### src/rtl/uart_32_bit_pkg.sv
// Shared types and frame constants for the 32-bit UART transmit path.
// UART_TX_PARITY_EN adds an even-parity bit and the PARITY state (11-bit frames).
package uart_32_bit_pkg;

  localparam int BYTES_PER_WORD = 4;
  localparam int DATA_BITS      = 8;

`ifdef UART_TX_PARITY_EN
  localparam int FRAME_BITS = 11;

  typedef enum logic [2:0] {
    ST_IDLE,
    ST_START,
    ST_DATA,
    ST_PARITY,
    ST_STOP
  } state_t;
`else
  localparam int FRAME_BITS = 10;

  typedef enum logic [2:0] {
    ST_IDLE,
    ST_START,
    ST_DATA,
    ST_STOP
  } state_t;
`endif

endpackage

### src/rtl/uart_32_bit_tx_fifo.sv
// Word FIFO with same-cycle push+pop; count/full are registered, a push while full is dropped.
// Dropped pushes raise overflow for one cycle, one cycle after the offending push.
module uart_32_bit_tx_fifo #(
  parameter int DEPTH = 4,
  parameter int WIDTH = 32
) (
  input  logic                     clk,
  input  logic                     rst_n,
  input  logic                     push,
  input  logic [WIDTH-1:0]         push_data,
  input  logic                     pop,
  output logic [WIDTH-1:0]         head,
  output logic                     full,
  output logic [$clog2(DEPTH):0]   count,
  output logic                     overflow
);

  localparam int AW = $clog2(DEPTH);
  localparam int CW = AW + 1;

  logic [WIDTH-1:0] mem [DEPTH];
  logic [AW-1:0]    wr_ptr;
  logic [AW-1:0]    rd_ptr;
  logic             push_ok;
  logic             pop_ok;

  // Full is judged on the registered count, so a simultaneous pop cannot rescue a push.
  assign full    = (count == CW'(DEPTH));
  assign push_ok = push && !full;
  assign pop_ok  = pop && (count != '0);
  assign head    = mem[rd_ptr];

  always_ff @(posedge clk) begin
    if (push_ok) begin
      mem[wr_ptr] <= push_data;
    end
  end

  always_ff @(posedge clk) begin
    if (!rst_n) begin
      wr_ptr   <= '0;
      rd_ptr   <= '0;
      count    <= '0;
      overflow <= 1'b0;
    end else begin
      overflow <= push && full;
      if (push_ok) begin
        wr_ptr <= wr_ptr + AW'(1);
      end
      if (pop_ok) begin
        rd_ptr <= rd_ptr + AW'(1);
      end
      case ({push_ok, pop_ok})
        2'b10:   count <= count + CW'(1);
        2'b01:   count <= count - CW'(1);
        default: count <= count;
      endcase
    end
  end

endmodule

### src/rtl/uart_32_bit_tx_framer.sv
// Serializes queued 32-bit words as four LSB-first 8N1 byte frames; push-to-start-bit is 2 cycles.
// No backpressure: pushes into a full FIFO are dropped and flagged; UART_TX_PARITY_EN adds even parity.
module uart_32_bit_tx_framer
  import uart_32_bit_pkg::*;
#(
  parameter int FIFO_DEPTH = 4,
  parameter int DIV_WIDTH  = 16
) (
  input  logic                          aclk,
  input  logic                          aresetn,
  input  logic [DIV_WIDTH-1:0]          clk_div,
  input  logic                          wr_en,
  input  logic [31:0]                   wr_data,
  output logic                          fifo_full,
  output logic [$clog2(FIFO_DEPTH):0]   fifo_count,
  output logic                          overflow,
  output logic                          busy,
  output logic                          tx
);

  localparam logic [2:0] LAST_BIT  = 3'(DATA_BITS - 1);
  localparam logic [1:0] LAST_BYTE = 2'(BYTES_PER_WORD - 1);

  state_t               state;
  state_t               state_d;
  logic [DIV_WIDTH-1:0] baud_cnt;
  logic [DIV_WIDTH-1:0] baud_d;
  logic [DIV_WIDTH-1:0] div_q;
  logic [DIV_WIDTH-1:0] div_d;
  logic [2:0]           bit_idx;
  logic [2:0]           bit_d;
  logic [1:0]           byte_idx;
  logic [1:0]           byte_d;
  logic [31:0]          word;
  logic [31:0]          word_d;
  logic [31:0]          fifo_head;
  logic                 fifo_empty;
  logic                 pop;
  logic                 tick;
  logic                 tx_d;

  uart_32_bit_tx_fifo #(
    .DEPTH (FIFO_DEPTH),
    .WIDTH (32)
  ) u_fifo (
    .clk       (aclk),
    .rst_n     (aresetn),
    .push      (wr_en),
    .push_data (wr_data),
    .pop       (pop),
    .head      (fifo_head),
    .full      (fifo_full),
    .count     (fifo_count),
    .overflow  (overflow)
  );

  assign fifo_empty = (fifo_count == '0);
  assign tick       = (baud_cnt == div_q);

  always_ff @(posedge aclk) begin
    if (!aresetn) begin
      state    <= ST_IDLE;
      baud_cnt <= '0;
      div_q    <= '0;
      bit_idx  <= '0;
      byte_idx <= '0;
      word     <= '0;
      tx       <= 1'b1;
    end else begin
      state    <= state_d;
      baud_cnt <= baud_d;
      div_q    <= div_d;
      bit_idx  <= bit_d;
      byte_idx <= byte_d;
      word     <= word_d;
      tx       <= tx_d;
    end
  end

  always_comb begin
    state_d = state;
    baud_d  = tick ? '0 : baud_cnt + DIV_WIDTH'(1);
    div_d   = div_q;
    bit_d   = bit_idx;
    byte_d  = byte_idx;
    word_d  = word;
    pop     = 1'b0;
    case (state)
      ST_IDLE: begin
        baud_d = '0;
        if (!fifo_empty) begin
          pop     = 1'b1;
          word_d  = fifo_head;
          div_d   = clk_div;
          byte_d  = '0;
          bit_d   = '0;
          state_d = ST_START;
        end
      end
      ST_START: begin
        if (tick) begin
          bit_d   = '0;
          state_d = ST_DATA;
        end
      end
      ST_DATA: begin
        if (tick) begin
          if (bit_idx == LAST_BIT) begin
`ifdef UART_TX_PARITY_EN
            state_d = ST_PARITY;
`else
            state_d = ST_STOP;
`endif
          end else begin
            bit_d = bit_idx + 3'd1;
          end
        end
      end
`ifdef UART_TX_PARITY_EN
      ST_PARITY: begin
        if (tick) begin
          state_d = ST_STOP;
        end
      end
`endif
      ST_STOP: begin
        if (tick) begin
          if (byte_idx != LAST_BYTE) begin
            byte_d  = byte_idx + 2'd1;
            state_d = ST_START;
          end else if (!fifo_empty) begin
            // Chain straight into the next word so its start bit abuts this stop bit.
            pop     = 1'b1;
            word_d  = fifo_head;
            div_d   = clk_div;
            byte_d  = '0;
            bit_d   = '0;
            state_d = ST_START;
          end else begin
            state_d = ST_IDLE;
          end
        end
      end
      default: state_d = ST_IDLE;
    endcase
  end

  // tx is registered from the next-state view so the start bit appears on the pop edge.
  always_comb begin
    busy = (state != ST_IDLE);
    tx_d = 1'b1;
    case (state_d)
      ST_START: tx_d = 1'b0;
      ST_DATA:  tx_d = word_d[{byte_d, bit_d}];
`ifdef UART_TX_PARITY_EN
      ST_PARITY: tx_d = ^word_d[{byte_d, 3'b000} +: DATA_BITS];
`endif
      default:  tx_d = 1'b1;
    endcase
  end

endmodule

### config.mk
export PLATFORM = sky130hd
export DESIGN_NAME = uart_32_bit_tx_framer
export DESIGN_NICKNAME = d
export VERILOG_FILES = /design/src/rtl/uart_32_bit_pkg.sv /design/src/rtl/uart_32_bit_tx_fifo.sv /design/src/rtl/uart_32_bit_tx_framer.sv
export SDC_FILE = /design/constraint.sdc
export NUM_CORES = 1
export LEC_CHECK = 0
export BUFFER_PORTS_ARGS = -buffer_cell sky130_fd_sc_hd__buf_2
export CAP_MARGIN = 20
export CORE_AREA = 2 2 124 126
export CTS_BUF_LIST = sky130_fd_sc_hd__clkbuf_16
export DETAILED_ROUTE_END_ITERATION = 12
export DIE_AREA = 0 0 126 128
export PLACE_DENSITY = 0.78
export SLEW_MARGIN = 20
export SYNTH_ARGS = -nofsm -noshare
export SYNTH_HDL_FRONTEND = slang
export SYNTH_HIERARCHICAL = 1
export SYNTH_SLANG_ARGS = --single-unit
export TNS_END_PERCENT = 100
### constraint.sdc
create_clock -name aclk -period 3.75 [get_ports aclk]
set_input_delay 0.375 -clock aclk [delete_from_list [all_inputs] [get_ports aclk]]
set_output_delay 0.375 -clock aclk [all_outputs]
set_load 0.005 [all_outputs]
## After elaboration in Yosys (flattened, before gate mapping)

Memory sizes are Yosys's and may differ from the RTL's. A register that Yosys moved wholly into a read port is not among the register bits.
Index checks and enable logic that the tools add are counted.

- Flip-flop bits (word level): 81
- Bits in writable memories: 128
- Output and inout bits: 7
- Memories: 1

- $add $sub $neg: 7
- Magnitude comparators: 1
- Equal/unequal tests: 13
- Multiplexer cells: 39
- Bitwise gates (word level): 1
- Reduce and logical (&&, ||, !) cells: 12

Memories:

| memory | words | bits a word | read ports | clocked after memory_dff | write ports | RTL line | source |
|---|---|---|---|---|---|---|---|
| u_fifo.mem | 4 | 32 | 1 | 1 | 1 | uart_32_bit_tx_fifo.sv:21 | `logic [WIDTH-1:0] mem [DEPTH];` |

Operators with widths:

| cell | number |
|---|---|
| two-way mux 32 bit | 3 |
| one-hot mux 32 bit (2 select lines) | 1 |
| two-way mux 16 bit | 3 |
| two-way mux 3 bit | 11 |
| one-hot mux 16 bit (2 select lines) | 1 |
| one-hot mux 3 bit (4 select lines) | 2 |
| adder 16 x 1 -> 16 bit (second input constant) | 1 |
| == test 16 bit | 1 |
| two-way mux 2 bit | 5 |
| == test 3 x 2 -> 1 bit (second input constant) | 3 |
| two-way mux 1 bit | 8 |
| adder 2 x 1 -> 2 bit (second input constant) | 3 |
| adder 3 x 1 -> 3 bit (second input constant) | 2 |
| == test 3 x 1 -> 1 bit (second input constant) | 2 |
| == test 3 bit (second input constant) | 2 |
| logical NOT 3 bit | 2 |
| less-than comparator 5 x 6 -> 1 bit (second input constant) | 1 |
| inequality test 2 bit (second input constant) | 3 |
| one-hot mux 3 bit (2 select lines) | 1 |
| nonzero test 3 bit | 2 |
| binary-select mux 1 bit (select 5 bit) | 1 |
| one-hot mux 1 bit (2 select lines) | 2 |
| one-hot mux 2 bit (2 select lines) | 1 |
| nonzero test 2 bit | 2 |
| other kinds (8) | 10 |

## Logic depth before layout (Yosys ltp)

Gate-level depths: netlist of the first run.

- Depth in word-level cells: 8
- Depth in mapped cells: 16
- Mapped depth without buffers: 13

## Hierarchy

The synthesis of the first run kept the hierarchy.

By module, submodules not included:

| module | instances | cells an instance | area each (um2) | seq. area each (um2) |
|---|---|---|---|---|
| uart_32_bit_tx_fifo | 1 | 220 | 5,176.2 | 4,043.9 |
| uart_32_bit_tx_framer | 1 | 441 | 3,513.4 | 1,461.4 |

## Worst setup path before layout of the first run

OpenSTA, ideal clock, no wires.

- Path type: flip-flop to flip-flop
- Start: register baud_cnt[0]
- End: register u_fifo.count[2]
- Data arrival time: 3,319 ps
- Required time: 3,674 ps
- Path slack: 355 ps
- Cell stages (with the launch flop): 16
- Period minus slack after synthesis: 3,395 ps
- Cells stage by stage: dfxtp_1 xor2_1 nor4_2 nand4_1 nor2_2 nor2_4 clkinv_4 clkbuf_1 clkbuf_1 o31a_1 ha_1 inv_1 fa_1 xor2_1 or3_1 a21boi_0

- Word-level cells in the longest chain between the ends: 6

Ends and longest elaborated chain:

| what | RTL line | source |
|---|---|---|
| from (decl) | uart_32_bit_tx_framer.sv:26 | `logic [DIV_WIDTH-1:0] baud_cnt;` |
| from (signal assigned) | uart_32_bit_tx_framer.sv:71 | `baud_cnt <= baud_d;` |
| == test 16 bit * | uart_32_bit_tx_framer.sv:58 | `assign tick = (baud_cnt == div_q);` |
| two-way mux 1 bit * | uart_32_bit_tx_framer.sv:127 | `if (tick) begin` |
| one-hot mux 1 bit (2 select lines) * | uart_32_bit_tx_framer.sv:88 | `case (state)` |
| via pop | uart_32_bit_tx_framer.sv:38 | `logic pop;` |
| logical AND 1 bit * | uart_32_bit_tx_fifo.sv:30 | `assign pop_ok = pop && (count != '0);` |
| via u_fifo.pop_ok | uart_32_bit_tx_fifo.sv:25 | `logic pop_ok;` |
| == test 2 x 1 -> 1 bit or == test 2 bit (tied branches) | uart_32_bit_tx_fifo.sv:53 | `case ({push_ok, pop_ok})` |
| one-hot mux 3 bit (2 select lines) or nonzero test 2 bit (tied branches) | -- |  |
| to (signal assigned) | uart_32_bit_tx_fifo.sv:54 | `2'b10: count <= count + CW'(1);` |
| to (signal assigned) | uart_32_bit_tx_fifo.sv:55 | `2'b01: count <= count - CW'(1);` |
| to (signal assigned) | uart_32_bit_tx_fifo.sv:56 | `default: count <= count;` |
| to (decl) | uart_32_bit_tx_fifo.sv:14 | `output logic [$clog2(DEPTH):0] count,` |

Mark *: on every way through the listed nets, which the timed path passes. The rest lies on a longest branch.
A chain may end at the register's enable or synchronous reset.

## Final worst setup path of the first run

- Start: register baud_cnt[14]
- End: register u_fifo.count[2]

- Word-level cells in the longest chain between the ends: 6

Ends and longest elaborated chain:

| what | RTL line |
|---|---|
| == test 16 bit * | uart_32_bit_tx_framer.sv:58 |
| two-way mux 1 bit * | uart_32_bit_tx_framer.sv:127 |
| one-hot mux 1 bit (2 select lines) * | uart_32_bit_tx_framer.sv:88 |
| logical AND 1 bit * | uart_32_bit_tx_fifo.sv:30 |
| via u_fifo.pop_ok | uart_32_bit_tx_fifo.sv:25 |
| == test 2 x 1 -> 1 bit or == test 2 bit (tied branches) | uart_32_bit_tx_fifo.sv:53 |
| one-hot mux 3 bit (2 select lines) or nonzero test 2 bit (tied branches) | -- |

Marked as above.

==> qor.yml, run 1 <==
status: "finished, final reports clean"
clk-insertion-delay-late_ns: 0.49
wl_per_cell_um: 18.6
hold_end: "u_fifo/mem[3][11]$_DFFE_PP_"
slew_viol_final: 0
yosysUniqueCellTypes: 61
relSlewSlack_pct: 54.4
setup_viol: 0
ant_nets: 0
crit_top_cell: "xor2_1"
async_flop_share_pct: 0
cap_violations: 0
via_per_inst: 5.79
cp.required_ns: 4.17
yosys_warnings: 6
worst_pin_slew_ns: 0.682
hold_violations: 0
coreArea_um2: 14900
arrival_ns: 3.60
antenna_found_initial: 0
yosys.area.top_type: "edfxtp_1"
grt_usage_pct: 21.7
syn-cell-area_um2: 8690
leakage_nw: 3.49
finalCritPeriodShare_pct: 84.9
synth_area_leaders: "edfxtp_1 44%, dfxtp_1 19%, mux4_2 8.0%"
drc: 0
whs_ns: 0.0945
drive_gt1_share_pct: 19.9
cts_sinks: 211
min_from: "wr_data[11]"
setup.worst_path.start_class: "flop"
path_max_fanout: 23
synth_top_flop_cell: "edfxtp_1"
wirelength_um: 17200
synth_seq_cells: 211
crit_type: "reg2reg"
ir_worst_vdd_v: 0.000522
cp_slowest_stage_delay_ns: 0.38
clock_skew_ns: 0.00963
end_kind: "flop"
die-width_um: 126
final_common_cell: "edfxtp_1"
synth_nets: 721
grt_max_degree: 54
min_period_ns: 3.18
ios: 58
clkSlewWorstSetupHoldPaths_ns: 0.06
diodes: 0
regToRegEndpoint: "u_fifo/count[2]$_SDFFE_PN0P_"
fp-row-count: 45
overflow: 0
die_area_um2: 16100
synth-edff-count: 128
mostFrequentLayoutCells: "128 x edfxtp_1, 113 x nand2_1, 82 x dfxtp_1, 57 x buf_2, 50 x a21oi_1"
fillers: 1104
cts_resized: 0
yosysSeqAreaShare_pct: 63.4
hold_buffers: 0
nNetsFinal: 782
cts_buffer_depth: 3
via_count: 5362
power_mw: 6.37
hold_class: "in2reg"
die_height_um: 128
worstPathCellList: "xor2_1 -> nor4_2 -> nand4_1 -> nor2_2 -> nor2_4 -> clkinv_4 -> o31a_1 -> ha_1 -> inv_1 -> fa_1 -> xor2_1 -> or3_1 -> a21boi_0"
dp_hpwl_um: 10900
fin_setup_tns_ns: 0
rrSetupSlack_ns: 0.57
start_util_pct: 58.5
min_delay_path_depth: 1
root_buffer: "clkbuf_16"
h-tree-depth: 1
grt_pass1_vias: 5542
syn_inst: 661
cts_buffers: 22
area_growth_pct: 12.5
gp_congestion: 0.836
r2r-start: "baud_cnt[14]$_SDFF_PP0_"
numPortBuffers: 57
yosysTopAreaCellShare_pct: 44.2
drt_iter0_drc: 331
fmax_ghz: 0.314
crit_buf_inv: 2
cp_top_family: "simple AND/OR/NAND/NOR gates"
reg2regPathDepth: 13
rsz0062_at_grt: "no"
drt-pass1-iter-count: 5
power_density_nw_per_um2: 652
grt_pass1_wl_um: 28000
cpMaxStageDelayCell: "fa_1"
cts_tree: "yes"
syn_avg_cell_area_um2: 13.1
postCtsSetupBuffers: 0
[worst max path at each step]
stage	startpoint	depth (start not counted)	slack (ns)	to
after global routing	baud_cnt[0]$_SDFF_PP0_	13	0.31	u_fifo/count[2]$_SDFFE_PN0P_
after detailed placement	baud_cnt[0]$_SDFF_PP0_	13	0.55	u_fifo/count[2]$_SDFFE_PN0P_
after CTS	baud_cnt[0]$_SDFF_PP0_	13	0.53	u_fifo/count[2]$_SDFFE_PN0P_
after floorplan	baud_cnt[0]$_SDFF_PP0_	15	0.36	u_fifo/count[2]$_SDFFE_PN0P_
final	baud_cnt[14]$_SDFF_PP0_	13	0.57	u_fifo/count[2]$_SDFFE_PN0P_
after global placement	baud_cnt[0]$_SDFF_PP0_	13	0.66	u_fifo/count[2]$_SDFFE_PN0P_
[routing by layer]
layer  part of all wire [%]  GRT usage, %  vias up
met5                      0             0        -
met2                     50          38.2      140
met3                    4.6          3.09       27
li1                       -             -     2544
met1                     43          28.1     2651
met4                    2.4          6.85        0
[final cells by class]
type / instances / area, um2 / area share, %
Sequential cell: 211 / 5510 / 56.3
Multi-Input combinational cell: 402 / 2920 / 29.9
Clock buffer: 23 / 576 / 5.89
Timing Repair Buffer: 68 / 368 / 3.76
Tap cell: 188 / 235 / 2.41
Clock inverter: 17 / 96.3 / 0.986
Inverter: 17 / 68.8 / 0.704
[power by group]
part,switching (mW),internal [mW]
Clock,0.832,1.17
Combinational,0.858,0.574
Sequential,0.191,2.74
Total,1.88,4.49
[cell families (layout without fill, tap and decap cells)]
| family | after synthesis | count (layout) | share of synthesized area [%] |
|---|---|---|---|
| flip-flops | 211 | 211 | 63.4 |
| other | 1 | 1 | 0.0432 |
| multiplexers | 43 | 43 | 9.89 |
| buffers and inverters | 48 | 125 | 3.01 |
| adder cells (fa/ha/maj) | 9 | 9 | 1.38 |
| AO/OA/AOI/OAI | 100 | 100 | 7.13 |
| XOR/XNOR | 33 | 33 | 3.33 |
| AND/OR/NAND/NOR | 216 | 216 | 11.9 |
[state kept, by name (all words and copies together) (netlist names), 3 cells and up, named ones only]
name / count
u_fifo/mem: 128
bit_idx: 3
word: 32
baud_cnt: 16
state: 3
div_q: 16
u_fifo/count: 3
[stage by stage]
step / cell area [um2] / util (%) / std cells / setup WS (ns)
after floorplan: 8690 / - / 661 / 0.355
final: 9770 / 65.7 / 926 / 0.568
after detailed placement: 9100 / 61.2 / 886 / 0.546
after global placement: 9100 / 61.2 / 886 / 0.656
after CTS: 9770 / 65.7 / 926 / 0.533
after global routing: 9770 / 65.7 / 926 / 0.307
[worst reg2reg max path: stages, from the launching register on]
cell and delay, ns:
dfxtp_1 0.34, xor2_1 0.16, nor4_2 0.36, nand4_1 0.34, nor2_2 0.25, nor2_4 0.06, clkinv_4 0.16, o31a_1 0.21
ha_1 0.19, inv_1 0.06, fa_1 0.38, xor2_1 0.16, or3_1 0.30, a21boi_0 0.16
[synth_stat cells, types with 3 or more instances]
master,n
nand3_1,12
and2_1,10
nand2_1,113
nor2_1,33
nor4_2,4
ha_1,8
buf_2,7
dfxtp_1,83
o21ai_0,16
a21oi_1,50
mux4_2,31
edfxtp_1,128
nor2b_1,4
clkbuf_1,18
a31oi_1,6
buf_12,3
xnor2_1,8
a2111oi_0,3
a211oi_1,5
xor2_1,25
or3_1,5
nand4_1,4
inv_1,15
and3_1,8
mux2i_1,8
nor3_1,5
o211ai_1,4
Note: power is estimated with default switching activity, not from simulation.
==> inputs of run 2 (changes only) <==
clock period = 3.2 ns   (was 3.75 ns; I/O delays follow)
==> qor.yml, run 2 (synthesized netlist as in run 1, its figures left out) <==
status: "finished, final reports clean"
numPortBuffers: 57  # unchanged
r2r-start: "baud_cnt[0]$_SDFF_PP0_"
end_kind: "flop"
dp_hpwl_um: 10800  # -1.5%
cpMaxStageDelayCell: "mux2i_2"
path_max_fanout: 11  # -52%
rrSetupSlack_ns: 0.18  # -0.39 ns
setup.worst_path.start_class: "flop"
reg2regPathDepth: 9  # -4
postLayoutCoreUtil_pct: 66.3  # +0.53 points
via_count: 5380  # +0.34%
drt_iter0_drc: 338  # +2.1%
start_util_pct: 58.5  # unchanged
area_growth_pct: 13.4
clkSlewWorstSetupHoldPaths_ns: 0.06  # about the same
overflow: 0  # unchanged
cts_sinks: 211  # unchanged
cp.required_ns: 3.63  # -0.54 ns
cts_buffer_depth: 3  # unchanged
cap_violations: 0  # unchanged
grt_max_degree: 54  # unchanged
fmax_ghz: 0.331  # +5.5%
ios: 58  # unchanged
drive_gt1_share_pct: 20.6  # +0.65 points
grt_pass1_wl_um: 27700  # -0.94%
antenna_found_initial: 0  # unchanged
grt_usage_pct: 21.4  # -0.23 points
wl_per_cell_um: 18.2  # -2.3%
arrival_ns: 3.45  # -0.15 ns
min_from: "wr_data[15]"
pre_cts_slack_ns: 0.306  # -0.240 ns
hold_violations: 0  # unchanged
die-width_um: 126  # unchanged
h-tree-depth: 1  # unchanged
diodes: 0  # unchanged
ir_worst_vdd_v: 0.000528  # +1.1%
fillers: 1063  # -3.7%
clk-insertion-delay-late_ns: 0.50  # about the same
worstPathCellList: "xor2_1 -> nor4_2 -> and4_4 -> mux2i_2 -> nor2_4 -> mux4_2 -> o221ai_2 -> a221oi_2 -> nor3_2"
power_density_nw_per_um2: 771  # +18%
cts_buffers: 22  # unchanged
hold_class: "in2reg"
wirelength_um: 16900  # -1.6%
slew_viol_final: 0  # unchanged
top_regs: "u_fifo/mem x128, word x32"
coreArea_um2: 14900  # unchanged
power_mw: 7.59  # +19%
cp_slowest_stage_delay_ns: 0.57  # +0.19 ns
hold_end: "u_fifo/mem[0][15]$_DFFE_PP_"
regArea_um2: 5510  # unchanged
final_common_cell: "edfxtp_1"
crit_type: "reg2reg"
die_area_um2: 16100  # unchanged
via_per_inst: 5.77  # -0.31%
regToRegEndpoint: "tx$_SDFF_PN1_"
root_buffer: "clkbuf_16"
die_height_um: 128  # unchanged
largest_register_ffs: 128  # unchanged
finalCritPeriodShare_pct: 94.3  # +9.4 points
min_period_ns: 3.02  # -0.165 ns
drt-pass1-iter-count: 4  # -1
rsz0062_at_grt: "no"
multi_input_comb_area_um2: 2930  # +0.17%
grt_pass1_vias: 5519  # -0.42%
cts_tree: "yes"
gp_congestion: 0.897  # +7.2%
postCtsSetupBuffers: 0  # unchanged
mostFrequentLayoutCells: "128 x edfxtp_1, 113 x nand2_1, 82 x dfxtp_1, 57 x buf_2, 50 x a21oi_1"
leakage_nw: 3.53  # +1.2%
clock_skew_ns: 0.0103  # +0.000669 ns
nNetsFinal: 788  # +0.77%
setup_viol: 0  # unchanged
min_delay_path_depth: 1  # unchanged
top_register: "u_fifo/mem"
relSlewSlack_pct: 53.1  # -1.3 points
worst_pin_slew_ns: 0.702  # +0.0200 ns
fin_setup_tns_ns: 0  # unchanged
fp-row-count: 45  # unchanged
fin_ws_ns: 0.182  # -0.385 ns
drc: 0  # unchanged
ant_nets: 0  # unchanged
run 2: changes by cell type in the layout (fill, tap and decap cells not counted), sizes merged:
cell / delta
buf: +6
clkinvlp: -1
inv: -1
clkinv: +2
run 2: cell type report:
cell class / instances / area share [%]
Timing Repair Buffer: 74 / 4.32
Clock inverter: 17 / 1.14
Clock buffer: 23 / 5.84
Multi-Input combinational cell: 402 / 29.7
Sequential cell: 211 / 55.9
Tap cell: 188 / 2.39
Inverter: 17 / 0.699
run 2: worst max-delay path by stage:
| stage | start | end | slack [ns] |
|---|---|---|---|
| 3_5_place_dp | baud_cnt[0]$_SDFF_PP0_ | tx$_SDFF_PN1_ | 0.31 |
| 3_3_place_gp | baud_cnt[0]$_SDFF_PP0_ | u_fifo/count[2]$_SDFFE_PN0P_ | 0.38 |
| 4_1_cts | baud_cnt[0]$_SDFF_PP0_ | tx$_SDFF_PN1_ | 0.24 |
| 5_1_grt | baud_cnt[0]$_SDFF_PP0_ | u_fifo/count[2]$_SDFFE_PN0P_ | 0.05 |
| 6_report | baud_cnt[0]$_SDFF_PP0_ | tx$_SDFF_PN1_ | 0.18 |
| 2_1_floorplan | baud_cnt[0]$_SDFF_PP0_ | u_fifo/count[2]$_SDFFE_PN0P_ | 0.02 |
run 2: stage by stage:
step | hold WS [ns] | cell area (um2) | cells
floorplan | 0.419 | 8690 | 661
global placement | 0.441 | 9160 | 892
detailed placement | 0.445 | 9160 | 892
CTS | 0.0188 | 9850 | 932
global route | 0.0231 | 9850 | 932
finish | 0.0268 | 9850 | 932
run 2: timing repair:
action,4_1_cts,5_1_grt
hold buffers,0,0
hold endpoints to repair,0,0
setup endpoints to repair,0,1
resized for setup,0,1
run 2: worst max-delay path: cells and delay by family (launching register included):
family          cells  cell delay [ns]
simple gates        4             1.09
xor+xnor            1             0.11
mux                 2             1.04
flops               1             0.42
compound gates      2             0.29
run 2: metal layers:
layer	GRT usage, %	up-vias	share of wire, %
met1	27.1	2632	42
met3	3.30	40	4.4
met4	6.66	0	3.0
met2	38.4	152	51
li1	-	2556	-
met5	0	-	0
run 2: power breakdown:
| part | internal, mW | total (mW) | leakage, nW | switching [mW] |
|---|---|---|---|---|
| Sequential | 3.21 | 3.39 | 1.85 | 0.178 |
| Combinational | 0.741 | 1.81 | 1.31 | 1.07 |
| Clock | 1.38 | 2.39 | 0.363 | 1.01 |
